File: config.mk
export PLATFORM = sky130hd
export DESIGN_NAME = block_recorder_flat
export DESIGN_NICKNAME = d
export VERILOG_FILES = /design/src/rtl/block_recorder_pkg.sv /design/src/rtl/block_recorder_if.sv /design/src/rtl/block_recorder.sv /design/src/flat_wrapper.sv
export SDC_FILE = /design/constraint.sdc
export NUM_CORES = 1
export LEC_CHECK = 0
export ABC_CLOCK_PERIOD_IN_PS = 6050
export CORE_ASPECT_RATIO = 2
export CORE_MARGIN = 2
export CORE_UTILIZATION = 53
export CTS_CLUSTER_SIZE = 12
export DETAILED_ROUTE_END_ITERATION = 12
export PLACE_DENSITY = 0.95
export SYNTH_ARGS = -nofsm -noshare
export SYNTH_HDL_FRONTEND = slang
export SYNTH_SLANG_ARGS = --single-unit
File: constraint.sdc
create_clock -name clk_in -period 6.05 [get_ports clk_in]
set_clock_uncertainty 0.05 [all_clocks]
set_input_delay 1.21 -clock clk_in [delete_from_list [all_inputs] [get_ports clk_in]]
set_output_delay 1.21 -clock clk_in [all_outputs]
set_load 0.05 [all_outputs]
File: src/rtl/block_recorder_pkg.sv
// Shared definitions for the beatmap block memory: word layout, enums and the packer.
// Also used by block_loader to unpack words written here.
package block_recorder_pkg;

    localparam int MAX_BLOCK_SIZE = 256;
    localparam int WORD_W         = 48;
    localparam int COORD_W        = 12;
    localparam int TIME_W         = 18;
    localparam int DIR_W          = 3;

    localparam int X_HI      = 45;
    localparam int X_LO      = 34;
    localparam int Y_HI      = 33;
    localparam int Y_LO      = 22;
    localparam int T_HI      = 21;
    localparam int T_LO      = 4;
    localparam int COLOR_BIT = 3;
    localparam int DIR_HI    = 2;
    localparam int DIR_LO    = 0;

    typedef enum logic [DIR_W-1:0] {
        DIR_UP    = 3'd0,
        DIR_RIGHT = 3'd1,
        DIR_DOWN  = 3'd2,
        DIR_LEFT  = 3'd3,
        DIR_ANY   = 3'd4
    } direction_e;

    typedef enum logic {
        COLOR_BLUE = 1'b0,
        COLOR_RED  = 1'b1
    } block_color_enum;

    typedef enum logic [1:0] {
        ST_IDLE,
        ST_RECORD,
        ST_FINALIZE,
        ST_DONE
    } rec_state_e;

    function automatic logic [WORD_W-1:0] pack_block(
        input logic [COORD_W-1:0] x,
        input logic [COORD_W-1:0] y,
        input logic [TIME_W-1:0]  t,
        input logic               color,
        input logic [DIR_W-1:0]   dir
    );
        logic [WORD_W-1:0] w;
        w                 = '0;
        w[X_HI:X_LO]      = x;
        w[Y_HI:Y_LO]      = y;
        w[T_HI:T_LO]      = t;
        w[COLOR_BIT]      = color;
        w[DIR_HI:DIR_LO]  = dir;
        return w;
    endfunction

endpackage

File: src/rtl/block_recorder_if.sv
// Descriptor handshake, block-memory write port and session status of block_recorder.
interface block_recorder_if #(
    parameter int ADDR_W = $clog2(block_recorder_pkg::MAX_BLOCK_SIZE) + 1
);
    logic              start_in;
    logic              finish_in;
    logic              valid_in;
    logic              ready_out;
    logic [11:0]       block_x_in;
    logic [11:0]       block_y_in;
    logic [17:0]       block_time_in;
    logic              block_color_in;
    logic [2:0]        block_direction_in;
    logic [ADDR_W-1:0] ram_addr_out;
    logic [47:0]       ram_din_out;
    logic              ram_we_out;
    logic [ADDR_W-1:0] block_count_out;
    logic              full_out;
    logic              error_out;
    logic              done_out;

    modport master (
        output start_in, finish_in, valid_in,
        output block_x_in, block_y_in, block_time_in, block_color_in, block_direction_in,
        input  ready_out, ram_addr_out, ram_din_out, ram_we_out,
        input  block_count_out, full_out, error_out, done_out
    );

    modport slave (
        input  start_in, finish_in, valid_in,
        input  block_x_in, block_y_in, block_time_in, block_color_in, block_direction_in,
        output ready_out, ram_addr_out, ram_din_out, ram_we_out,
        output block_count_out, full_out, error_out, done_out
    );
endinterface

File: src/rtl/block_recorder.sv
// Packs block descriptors into 48-bit words for block memory lines 1..N, then writes
// the block count header to line 0.
//   state    | meaning
//   IDLE     | waiting for the first start pulse
//   RECORD   | accepting descriptors, one per cycle
//   FINALIZE | header write registered on leaving this state
//   DONE     | session complete, done_out raised one cycle after entry
module block_recorder #(
    parameter int MAX_BLOCK_SIZE = block_recorder_pkg::MAX_BLOCK_SIZE,
    parameter int ADDR_W         = $clog2(MAX_BLOCK_SIZE) + 1
) (
    input logic             clk_in,
    input logic             rst_in,
    block_recorder_if.slave bus
);
    import block_recorder_pkg::*;

    localparam logic [ADDR_W-1:0] COUNT_MAX = ADDR_W'(MAX_BLOCK_SIZE);

    rec_state_e          state_q, state_d;
    logic [ADDR_W-1:0]   count_q, count_d;
    logic [TIME_W-1:0]   last_time_q, last_time_d;
    logic                error_q, error_d;
    logic                done_q, done_d;
    logic                we_q, we_d;
    logic [ADDR_W-1:0]   addr_q, addr_d;
    logic [WORD_W-1:0]   din_q, din_d;
    logic                full;
    logic                ready;
    logic                accept;
    logic                legal;

    assign full   = (count_q == COUNT_MAX);
    assign ready  = (state_q == ST_RECORD) && !full;
    // A start pulse restarts the session, so a descriptor offered alongside it is dropped.
    assign accept = bus.valid_in && ready && !bus.start_in;
    assign legal  = (bus.block_time_in >= last_time_q) && (bus.block_direction_in <= DIR_ANY);

    always_comb begin
        state_d     = state_q;
        count_d     = count_q;
        last_time_d = last_time_q;
        error_d     = error_q;
        done_d      = done_q;
        we_d        = 1'b0;
        addr_d      = addr_q;
        din_d       = din_q;

        if (bus.start_in && (state_q != ST_FINALIZE)) begin
            state_d     = ST_RECORD;
            count_d     = '0;
            last_time_d = '0;
            error_d     = 1'b0;
            done_d      = 1'b0;
        end else begin
            case (state_q)
                ST_RECORD: begin
                    if (accept) begin
                        if (legal) begin
                            we_d        = 1'b1;
                            addr_d      = count_q + 1'b1;
                            din_d       = pack_block(bus.block_x_in, bus.block_y_in,
                                                     bus.block_time_in, bus.block_color_in,
                                                     bus.block_direction_in);
                            count_d     = count_q + 1'b1;
                            last_time_d = bus.block_time_in;
                        end else begin
                            error_d = 1'b1;
                        end
                    end
                    if (bus.finish_in) begin
                        state_d = ST_FINALIZE;
                    end
                end
                ST_FINALIZE: begin
                    we_d    = 1'b1;
                    addr_d  = '0;
                    din_d   = WORD_W'(count_q);
                    state_d = ST_DONE;
                end
                ST_DONE: begin
                    done_d = 1'b1;
                end
                default: begin
                    state_d = ST_IDLE;
                end
            endcase
        end
    end

    always_ff @(posedge clk_in or posedge rst_in) begin
        if (rst_in) begin
            state_q     <= ST_IDLE;
            count_q     <= '0;
            last_time_q <= '0;
            error_q     <= 1'b0;
            done_q      <= 1'b0;
            we_q        <= 1'b0;
            addr_q      <= '0;
            din_q       <= '0;
        end else begin
            state_q     <= state_d;
            count_q     <= count_d;
            last_time_q <= last_time_d;
            error_q     <= error_d;
            done_q      <= done_d;
            we_q        <= we_d;
            addr_q      <= addr_d;
            din_q       <= din_d;
        end
    end

    assign bus.ready_out       = ready;
    assign bus.full_out        = full;
    assign bus.block_count_out = count_q;
    assign bus.error_out       = error_q;
    assign bus.done_out        = done_q;
    assign bus.ram_we_out      = we_q;
    assign bus.ram_addr_out    = addr_q;
    assign bus.ram_din_out     = din_q;

endmodule

File: src/flat_wrapper.sv
// flat-port wrapper written by rule: the top's interface ports become plain ports
module block_recorder_flat import block_recorder_pkg::*;
#(
    parameter int MAX_BLOCK_SIZE = block_recorder_pkg::MAX_BLOCK_SIZE,
    parameter int ADDR_W         = $clog2(MAX_BLOCK_SIZE) + 1
)
  (clk_in, rst_in, bus_start_in, bus_finish_in, bus_valid_in, bus_block_x_in, bus_block_y_in, bus_block_time_in, bus_block_color_in, bus_block_direction_in, bus_ready_out, bus_ram_addr_out, bus_ram_din_out, bus_ram_we_out, bus_block_count_out, bus_full_out, bus_error_out, bus_done_out);
  block_recorder_if #(.ADDR_W(ADDR_W)) bus_i ();
  input logic clk_in;
  input logic rst_in;
  input wire logic [$bits(bus_i.start_in)-1:0] bus_start_in;
  input wire logic [$bits(bus_i.finish_in)-1:0] bus_finish_in;
  input wire logic [$bits(bus_i.valid_in)-1:0] bus_valid_in;
  input wire logic [$bits(bus_i.block_x_in)-1:0] bus_block_x_in;
  input wire logic [$bits(bus_i.block_y_in)-1:0] bus_block_y_in;
  input wire logic [$bits(bus_i.block_time_in)-1:0] bus_block_time_in;
  input wire logic [$bits(bus_i.block_color_in)-1:0] bus_block_color_in;
  input wire logic [$bits(bus_i.block_direction_in)-1:0] bus_block_direction_in;
  output wire logic [$bits(bus_i.ready_out)-1:0] bus_ready_out;
  output wire logic [$bits(bus_i.ram_addr_out)-1:0] bus_ram_addr_out;
  output wire logic [$bits(bus_i.ram_din_out)-1:0] bus_ram_din_out;
  output wire logic [$bits(bus_i.ram_we_out)-1:0] bus_ram_we_out;
  output wire logic [$bits(bus_i.block_count_out)-1:0] bus_block_count_out;
  output wire logic [$bits(bus_i.full_out)-1:0] bus_full_out;
  output wire logic [$bits(bus_i.error_out)-1:0] bus_error_out;
  output wire logic [$bits(bus_i.done_out)-1:0] bus_done_out;
  assign bus_i.start_in = bus_start_in;
  assign bus_i.finish_in = bus_finish_in;
  assign bus_i.valid_in = bus_valid_in;
  assign bus_i.block_x_in = bus_block_x_in;
  assign bus_i.block_y_in = bus_block_y_in;
  assign bus_i.block_time_in = bus_block_time_in;
  assign bus_i.block_color_in = bus_block_color_in;
  assign bus_i.block_direction_in = bus_block_direction_in;
  assign bus_ready_out = bus_i.ready_out;
  assign bus_ram_addr_out = bus_i.ram_addr_out;
  assign bus_ram_din_out = bus_i.ram_din_out;
  assign bus_ram_we_out = bus_i.ram_we_out;
  assign bus_block_count_out = bus_i.block_count_out;
  assign bus_full_out = bus_i.full_out;
  assign bus_error_out = bus_i.error_out;
  assign bus_done_out = bus_i.done_out;
  block_recorder #(.MAX_BLOCK_SIZE(MAX_BLOCK_SIZE), .ADDR_W(ADDR_W)) u_core (.clk_in(clk_in), .rst_in(rst_in), .bus(bus_i));
endmodule
==> impl_metrics.env <==
export IMPL_critPathMaxFanout=15
export IMPL_final_cells=628
export IMPL_clock_path_buffers=2
export IMPL_syn_area_per_cell_um2=11.8
export IMPL_path_cells="clkdlybuf4s50_1 > ha_1 > nand4_1 > nor3_1 > nand3_1 > o211ai_1 > nand3_1 > buf_4 > mux2_2"
export IMPL_ys_warnings_count=0
export IMPL_wl_per_cell_um=19.1
export IMPL_core_rowCount=49
export IMPL_place_gp_congestion=0.839
export IMPL_fill_cells=603
export IMPL_drc=0
export IMPL_setup_viol=0
export IMPL_syn_inst=405
export IMPL_cts_resized_gates=0
export IMPL_hold_ws_ps=453
export IMPL_synth_top_cell_area_share=0.456
export IMPL_crit_family="simple AND/OR/NAND/NOR gates"
export IMPL_timing_rr_start="u_core.state_q[0]"
export IMPL_clock_sinks=87
export IMPL_die_x_um=71.1
export IMPL_fin_crit_sh=0.699
export IMPL_ant_nets=0
export IMPL_final_common_cell="clkdlybuf4s50_1"
export IMPL_vias_per_cell=5.59
export IMPL_critPathSlowestCell="nand3_1"
export IMPL_worst_slew_pin_slew_ps=1070
export IMPL_timing_fmax_mhz=236
export IMPL_reg2reg_depth=8
export IMPL_cts_tree="yes"
export IMPL_fp_dieArea_mm2=0.00983
export IMPL_grt_max_degree=60
export IMPL_port_buffers=119
export IMPL_ys_seq_area_frac=0.456
export IMPL_min_period_ps=4230
export IMPL_final_nets=595
export IMPL_cp_data_required_time_ps=6230
export IMPL_cts_root_buf="clkbuf_16"
export IMPL_final_cell_mix="clkdlybuf4s50_1, dfrtp_1, mux2_4, inv_1"
export IMPL_synthTopCellsByArea="dfrtp_1, mux2_4, ha_1"
export IMPL_hold_path_end="u_core.bus.ram_addr_out[2]"
export IMPL_crit_type="in -> reg"
export IMPL_drive_above_1_share=0.192
export IMPL_reg2reg_slack_ps=2630
export IMPL_num_vias=3510
export IMPL_power_total_w=0.00338
export IMPL_critical_path_endpoint_type="register"
export IMPL_ys_types=41
export IMPL_min_path_type="reg -> reg"
export IMPL_finalWirelength_um=12000
export IMPL_slowest_delay_ps=680
export IMPL_crit_buf_inv=2
export IMPL_htree_levels=3
export IMPL_antenna_found_initial=0
export IMPL_r2r_end="u_core.bus.ram_addr_out[5]"
export IMPL_start_util=0.537
export IMPL_relSlewSlack=0.284
export IMPL_io_pins=122
export IMPL_synth_edff_count=0
export IMPL_syn_area_mm2=0.00477
export IMPL_clock_latency_ps=340
export IMPL_numCtsBuffers=9
export IMPL_vdd_ir_drop_max_v=0.000275
export IMPL_antenna_cells=0
export IMPL_async_flop_share=1.00
export IMPL_ff_latch_area_mm2=0.00218
export IMPL_postCtsSetupRepairBufs=0
export IMPL_leakagePower_nw=3.05
export IMPL_synth_flop_cell="dfrtp_1"
export IMPL_place_hpwl_um=8580
export IMPL_grt_pass1_wl_um=19500
export IMPL_slew_viol_final=0
export IMPL_tns_ps=0
export IMPL_cp_start_kind="input port"
export IMPL_hold_start="u_core.bus.ram_addr_out[2]"
export IMPL_clk_pin_slew_worst_paths_ps=60
export IMPL_globalRouteOverflowTotal=0
export IMPL_die_h_um=138
export IMPL_holdPathStages=1
export IMPL_core_area_mm2=0.00889
export IMPL_areaGrowthSynthToFinish_pct=31.8
export IMPL_initialDrtViolationCount=194
export IMPL_first_global_vias=3891
export IMPL_place_inst=612
export IMPL_firstDrtPassIters=5
export IMPL_hold_viol=0
export IMPL_multiInputGateArea_mm2=0.00230
export IMPL_p_per_area_mw_per_mm2=538
export IMPL_rsz0062_at_grt="no"
export IMPL_synth_top_area_cell="dfrtp_1"
export IMPL_arrival_ps=4410
export IMPL_maxCapViolCount=0
export IMPL_cp_common_cell="nand3_1"
export IMPL_outcome="finished clean"
export IMPL_track_usage=0.255
export IMPL_cts_hold_buf=0
export IMPL_ys_ff_latch=87
[how the worst max path moves through the flow]
stage,from,to,cells after the start
4_1_cts,bus_block_time_in[17],u_core.bus.block_count_out[1],9
3_3_place_gp,bus_block_time_in[17],u_core.bus.block_count_out[1],9
2_1_floorplan,rst_in,u_core.bus.block_count_out[0],1
6_report,bus_block_time_in[17],u_core.bus.block_count_out[1],9
5_1_grt,bus_block_time_in[17],u_core.bus.block_count_out[1],9
3_5_place_dp,bus_block_time_in[17],u_core.bus.block_count_out[1],9
[registers in the layout, summed over array words and instances, names as in the netlist]
name,cells
u_core.bus.done_out,1
u_core.bus.ram_addr_out,9
u_core.bus.block_count_out,9
u_core.bus.ram_we_out,1
u_core.state_q,2
u_core.last_time_q,18
u_core.bus.error_out,1
u_core.bus.ram_din_out,46
[routing by layer]
| layer | global-route usage | vias to the layer above | part of all wire |
|---|---|---|---|
| met2 | 0.437 | 148 | 0.54 |
| li1 | - | 1589 | - |
| met5 | 0 | - | 0 |
| met4 | 0.153 | 0 | 0.055 |
| met3 | 0.0583 | 54 | 0.054 |
| met1 | 0.280 | 1719 | 0.35 |
[layout make-up]
type / instances / area share
tap: 102 / 0.0203
sequential: 87 / 0.346
timing repair buffer: 123 / 0.194
clock inverter: 3 / 0.0103
inverter: 38 / 0.0229
multi-input combinational: 262 / 0.365
clock buffer: 13 / 0.0414
[through the flow]
step | utilization | area [um^2] | worst slack (ps)
after CTS | 0.708 | 6290 | 1840
after global placement | 0.671 | 5970 | 1600
after global routing | 0.708 | 6290 | 1630
final | 0.708 | 6290 | 1820
after floorplan | - | 4780 | 2540
after detailed placement | 0.671 | 5970 | 1500
[cell usage after synthesis, types with 2 or more instances]
cell      number
nand2_1       28
nand4_1        4
mux2_4        50
mux2_2        20
dfrtp_1       87
and2b_1       27
buf_8          5
nor2_1        28
buf_6          2
xor2_1         2
inv_1         38
nand3_1        8
buf_4          2
xnor2_1        2
nand2b_1       3
a21oi_1       13
clkbuf_1       5
or2_2          2
a31o_2         3
nor3_1         3
a211oi_1       4
buf_2          4
o21ai_0        7
ha_1          23
o211ai_1       3
mux2i_1       16
and3_1         2
[report_power, final]
part	switching [W]	total, W	internal (W)
sequential	0.000122	0.000899	0.000777
combinational	0.00107	0.00187	0.000808
clock	0.000227	0.000612	0.000384
[cell families (layout without fill, tap and decap cells)]
| family | Yosys count | after routing | synth area share |
|---|---|---|---|
| buf+inv | 57 | 177 | 0.0637 |
| fa+ha+maj | 23 | 23 | 0.0603 |
| xor+xnor | 4 | 4 | 0.00734 |
| simple gates | 111 | 111 | 0.124 |
| mux | 86 | 86 | 0.238 |
| compound gates | 36 | 36 | 0.0501 |
| other cells | 1 | 2 | 0.000786 |
| flops | 87 | 87 | 0.456 |
No activity file was read; power rests on OpenSTA's default activity.
